[config.mk]
export PLATFORM = sky130hd
export DESIGN_NAME = interrupt_controller_flat
export DESIGN_NICKNAME = d
export VERILOG_FILES = /design/src/rtl/interrupt_pkg.sv /design/src/rtl/mmu_addresses_pkg.sv /design/src/rtl/bus_if.sv /design/src/rtl/irq_priority_encoder.sv /design/src/rtl/interrupt_controller.sv /design/src/flat_wrapper.sv
export SDC_FILE = /design/constraint.sdc
export NUM_CORES = 1
export LEC_CHECK = 0
export CAP_MARGIN = 0
export CORE_AREA = 3 3 56 58
export CTS_BUF_LIST = sky130_fd_sc_hd__clkbuf_16
export CTS_CLUSTER_SIZE = 14
export DETAILED_ROUTE_END_ITERATION = 7
export DIE_AREA = 0 0 59 61
export GPL_TIMING_DRIVEN = 1
export PLACE_DENSITY = 0.81
export SLEW_MARGIN = 0
export SYNTH_ARGS = -nofsm -noshare
export SYNTH_HDL_FRONTEND = slang
export SYNTH_SLANG_ARGS = --single-unit
[constraint.sdc]
create_clock -name clk -period 2.15 [get_ports clk]
set_input_delay 0.43 -clock clk [delete_from_list [all_inputs] [get_ports clk]]
set_output_delay 0.43 -clock clk [all_outputs]
set_load 0.005 [all_outputs]
[src/rtl/interrupt_pkg.sv]
// Shared types and constants for the interrupt controller.
package interrupt_pkg;
   localparam int IRQ_IDX_W = 3;
   localparam logic [15:0] IRQ_VECTOR_BASE = 16'h0040;

   typedef enum logic [IRQ_IDX_W-1:0] {
      IRQ_VBLANK = 3'd0,
      IRQ_STAT   = 3'd1,
      IRQ_TIMER  = 3'd2,
      IRQ_SERIAL = 3'd3,
      IRQ_JOYPAD = 3'd4
   } irq_idx_e;

   typedef enum logic {
      ST_IDLE  = 1'b0,
      ST_GRANT = 1'b1
   } irq_state_e;

   // Each source owns an 8-byte slot above the vector base.
   function automatic logic [15:0] irq_vector_of(input logic [IRQ_IDX_W-1:0] idx);
      return IRQ_VECTOR_BASE + {10'd0, idx, 3'b000};
   endfunction
endpackage

[src/rtl/mmu_addresses_pkg.sv]
// Memory-mapped register addresses shared by CPU-side peripherals.
package mmu_addresses_pkg;
   localparam logic [15:0] ADDR_IF = 16'hFF0F;
   localparam logic [15:0] ADDR_IE = 16'hFFFF;
endpackage

[src/rtl/bus_if.sv]
// CPU register port: byte-wide read/write bus with combinational read data.
interface Bus_if;
   logic [15:0] addr;
   logic [7:0]  wdata;
   logic        write_en;
   logic        read_en;
   logic [7:0]  rdata;

   modport Peripheral_side (input addr, input wdata, input write_en, input read_en, output rdata);
   modport Cpu_side        (output addr, output wdata, output write_en, output read_en, input rdata);
endinterface

[src/rtl/irq_priority_encoder.sv]
// Lowest-numbered set bit of the mask wins.
module irq_priority_encoder #(
   parameter int NUM_IRQ = 5,
   parameter int IDX_W   = 3
) (
   input  logic [NUM_IRQ-1:0] mask,
   output logic               valid,
   output logic [IDX_W-1:0]   index
);
   always_comb begin
      valid = 1'b0;
      index = '0;
      for (int i = NUM_IRQ - 1; i >= 0; i--) begin
         if (mask[i]) begin
            valid = 1'b1;
            index = IDX_W'(i);
         end
      end
   end
endmodule

[src/rtl/interrupt_controller.sv]
// Interrupt flag/enable registers with a two-state dispatch handshake to the CPU.
//   state    | meaning
//   ST_IDLE  | waiting for irq_ack; vector holds last dispatch target
//   ST_GRANT | dispatch in progress; vector frozen until irq_done
module interrupt_controller
   import interrupt_pkg::*;
   import mmu_addresses_pkg::*;
#(
   parameter int NUM_IRQ = 5
) (
   input  logic               clk,
   input  logic               reset,
   Bus_if.Peripheral_side     bus,
   input  logic [NUM_IRQ-1:0] irq_req,
   output logic               irq_pending,
   input  logic               irq_ack,
   input  logic               irq_done,
   output logic [15:0]        irq_vector,
   output logic               irq_busy
);
   irq_state_e         r_state;
   logic [NUM_IRQ-1:0] r_if;
   logic [7:0]         r_ie;
   logic [15:0]        r_vector;

   logic [NUM_IRQ-1:0]   w_enabled;
   logic [NUM_IRQ-1:0]   w_clr_mask;
   logic [NUM_IRQ-1:0]   w_if_next;
   logic [7:0]           w_if_byte;
   logic [15:0]          w_win_vector;
   logic [IRQ_IDX_W-1:0] w_win_idx;
   logic                 w_win_valid;
   logic                 w_sel_if;
   logic                 w_sel_ie;
   logic                 w_dispatch;

   assign w_enabled  = r_if & r_ie[NUM_IRQ-1:0];
   assign w_sel_if   = (bus.addr == ADDR_IF);
   assign w_sel_ie   = (bus.addr == ADDR_IE);
   assign w_dispatch = (r_state == ST_IDLE) && irq_ack;

   irq_priority_encoder #(
      .NUM_IRQ (NUM_IRQ),
      .IDX_W   (IRQ_IDX_W)
   ) u_prio (
      .mask  (w_enabled),
      .valid (w_win_valid),
      .index (w_win_idx)
   );

   // An ack with nothing enabled still grants, but with a null vector.
   assign w_win_vector = w_win_valid ? irq_vector_of(w_win_idx) : 16'h0000;

   always_comb begin
      w_clr_mask = '0;
      if (w_dispatch && w_win_valid) w_clr_mask[w_win_idx] = 1'b1;
   end

   // New requests are OR-ed last so they beat both the ack clear and a bus write.
   assign w_if_next = ((bus.write_en && w_sel_if) ? bus.wdata[NUM_IRQ-1:0]
                                                  : (r_if & ~w_clr_mask)) | irq_req;

   always_comb begin
      w_if_byte = 8'hFF;
      w_if_byte[NUM_IRQ-1:0] = r_if;
   end

   always_comb begin
      bus.rdata = 8'hFF;
      if (bus.read_en) begin
         if (w_sel_if)      bus.rdata = w_if_byte;
         else if (w_sel_ie) bus.rdata = r_ie;
      end
   end

   always_ff @(posedge clk) begin
      if (reset) begin
         r_state  <= ST_IDLE;
         r_if     <= '0;
         r_ie     <= 8'h00;
         r_vector <= 16'h0000;
      end else begin
         r_if <= w_if_next;
         if (bus.write_en && w_sel_ie) r_ie <= bus.wdata;
         case (r_state)
            ST_IDLE: begin
               if (irq_ack) begin
                  r_vector <= w_win_vector;
                  r_state  <= ST_GRANT;
               end
            end
            ST_GRANT: begin
               if (irq_done) r_state <= ST_IDLE;
            end
            default: r_state <= ST_IDLE;
         endcase
      end
   end

   assign irq_pending = |w_enabled;
   assign irq_vector  = r_vector;
   assign irq_busy    = (r_state == ST_GRANT);
endmodule

[src/flat_wrapper.sv]
// flat-port wrapper written by rule: the top's interface ports become plain ports
module interrupt_controller_flat import interrupt_pkg::*; import mmu_addresses_pkg::*;
#(
   parameter int NUM_IRQ = 5
)
  (clk, reset, irq_req, irq_pending, irq_ack, irq_done, irq_vector, irq_busy, bus_addr, bus_wdata, bus_write_en, bus_read_en, bus_rdata);
  Bus_if bus_i ();
  input  logic clk;
  input  logic reset;
  input  logic [NUM_IRQ-1:0] irq_req;
  output logic irq_pending;
  input  logic irq_ack;
  input  logic irq_done;
  output logic [15:0] irq_vector;
  output logic irq_busy;
  input wire logic [$bits(bus_i.addr)-1:0] bus_addr;
  input wire logic [$bits(bus_i.wdata)-1:0] bus_wdata;
  input wire logic [$bits(bus_i.write_en)-1:0] bus_write_en;
  input wire logic [$bits(bus_i.read_en)-1:0] bus_read_en;
  output wire logic [$bits(bus_i.rdata)-1:0] bus_rdata;
  assign bus_i.addr = bus_addr;
  assign bus_i.wdata = bus_wdata;
  assign bus_i.write_en = bus_write_en;
  assign bus_i.read_en = bus_read_en;
  assign bus_rdata = bus_i.rdata;
  interrupt_controller #(.NUM_IRQ(NUM_IRQ)) u_core (.clk(clk), .reset(reset), .bus(bus_i), .irq_req(irq_req), .irq_pending(irq_pending), .irq_ack(irq_ack), .irq_done(irq_done), .irq_vector(irq_vector), .irq_busy(irq_busy));
endmodule
==> qor.csv <==
metric;value;unit
status;complete, no violations;
syn_inst;128;
fin_cells;219;
cp-start-kind;input port;
critPathKind;input port to output port;
cp_max_fo;3;
max_slew_margin;51.78;%
power_density;504.0;mW/mm^2
cts.path.max_buffers;2;
holdBufCountCts;0;
clock-root-buffer;clkbuf_16;
setup_viol_count_final;0;
dr.pass1.iters;4;
drive_above_1_share;22.34;%
yosys_warnings;0;
clock-sinks;18;
synth_area_leaders;dfxtp_1, buf_4, a21oi_1, nand3_1, o21ai_0;
syn_area_per_cell;8.299;um^2
fillers;251;
synth_seq_cells;18;
drt-met1-wl;1286;um
syn_area;0.001062;mm^2
fin_nets;225;
core.rowCount;19;
vias;1237;
yosys.area.top_type;dfxtp_1;
final_util;61.91;%
grtUsageTotal;19.69;%
clkSlewWorstSetupHoldPaths;0.05;ns
period_share;98.74;%
worstPathRequired;1.72;ns
p_leak;0.6502;nW
route.met2.wl;1758;um
antenna_found_initial;0;
routed_wl;3453;um
p_int;0.0006595;W
drtAntennaViolNets;0;
grt_pass1_wl;5292;um
fmax;471.0;MHz
startpoint;bus_addr[7];
io_pins;61;
seqPwrFrac;41.8;%
hold_class;register to register;
hpwlAfterDp;2544;um
numCtsBuffers;3;
combPwrFrac;14.5;%
r2r-start;u_core.r_if[1];
fin_crit;2.123;ns
dp_slack;-0.4819;ns
dr_wl_met3;317;um
maxSlewViolCount;0;
endpoint_kind;output port;
grt_max_degree;19;
areaGrowthSynthToFinish;57.95;%
dp.cells;209;
crit_arrival;1.69;ns
layout_commonest_cell;clkdlybuf4s50_1;
clock_skew;0.004424;ns
power_frac_clock;43.7;%
fin_ws;0.02699;ns
top_layer;met4;
first_iter_violations;65;
fp.coreArea;0.002710;mm^2
synth.distinct_cells;29;
max-cap-violations;0;
most-common-layout-cells;clkdlybuf4s50_1, dfxtp_1, a21oi_1, dlygate4sd2_1, buf_4;
viasPerCell;5.648;
die_h;61;um
gp_congestion;0.9333;
p_switching;0.0001861;W
wl_per_cell;15.77;um
finalHoldViolCount;0;
p_sw_share;22.01;%
start_util;39.20;%
die_width;59;um
worstMarginPinSlew;0.7211;ns
synth_top_area_share;33.92;%
cts_tree;yes;
grt_pass1_vias;1152;
grt_overflow;0;
clock_latency;0.25;ns
yosysSeqAreaShare;33.92;%
drc;0;
rsz0062_at_grt;true;
portBuffers;48;
setup_tns;0;ns
htreeDepth;1;
vdd_drop_max;0.4360;mV
dieArea;0.003599;mm^2
min_from;u_core.irq_vector[4];
antenna-diode-count;0;
-- flip-flops by register name, summed over array words and instances (netlist names) --
name               flops
u_core.r_ie            8
u_core.r_if            5
u_core.irq_vector      4
u_core.irq_busy        1
-- kinds of logic after synthesis --
| family | after synthesis | synth area share [%] |
|---|---|---|
| AO/OA/AOI/OAI | 44 | 24.85 |
| AND/OR/NAND/NOR | 43 | 26.50 |
| buffers and inverters | 21 | 13.43 |
| flip-flops | 18 | 33.92 |
| multiplexers | 1 | 0.9423 |
| other | 1 | 0.3530 |
-- per-stage QoR --
step           total power (W)  hold WS (ns)  area (um^2)
6_report             0.0008456        0.4609         1678
3_5_place_dp         0.0004836        0.4610         1559
5_1_grt              0.0008780        0.4997         1678
3_3_place_gp         0.0004801        0.4413         1559
4_1_cts              0.0008434        0.4658         1654
2_1_floorplan        0.0004087        0.4483         1104
-- power by group through the flow --
stage	logic (W)	registers, W	clock network (W)
CTS	0.000119	0.000352	0.000372
floorplan	0.0000535	0.000355	0
detailed placement	0.000126	0.000358	0
finish	0.000123	0.000353	0.000370
global route	0.000133	0.000354	0.000391
global placement	0.000123	0.000358	0
-- synth_stat cells (all sizes together) --
library cell,instances
a21oi,16
a221o,1
a22oi,3
a31oi,5
a32o,1
and4,5
buf,15
clkbuf,3
conb,1
dfxtp,18
inv,3
mux2i,1
nand2,10
nand2b,2
nand3,10
nand3b,1
nand4,6
nor2,2
nor2b,2
nor4,1
o211ai,4
o21ai,9
o22ai,5
or3,3
or4,1
-- layout make-up --
type	count	area, um^2	area share [%]
clock buffer	3	75.07	4.474
timing repair buffer	64	550.5	32.81
tap	31	38.79	2.312
inverter	3	11.26	0.6711
sequential	18	360.3	21.48
multi-input combinational	100	641.9	38.26
-- path summary, 6_finish.rpt --
path	endpoint	slack (ns)	cells past startpoint
max	bus_rdata[1]	0.03	8
min	u_core.irq_vector[4]	0.46	2
max reg2reg	u_core.irq_vector[5]	0.90	5
min reg2reg	u_core.irq_vector[4]	0.46	2
-- per-layer routing --
metal	vias up	track usage, %
li1	584	-
met3	9	4.255
met5	-	0
met4	0	8.738
met1	578	22.89
met2	66	34.70
-- worst max-delay path, stage by stage --
cell     delay [ns]
buf_6          0.10
buf_6          0.11
nor4_4         0.29
nand4_1        0.24
buf_6          0.20
o22ai_4        0.10
nand2_1        0.09
buf_2          0.13
-- repair_timing --
item,in CTS,in global routing
pin swaps,17,4
buffers inserted,6,1
gates resized for setup,51,12
cloned,0,0
endpoints found under the setup margin,8,5
Note: power is estimated with default switching activity, not from simulation.
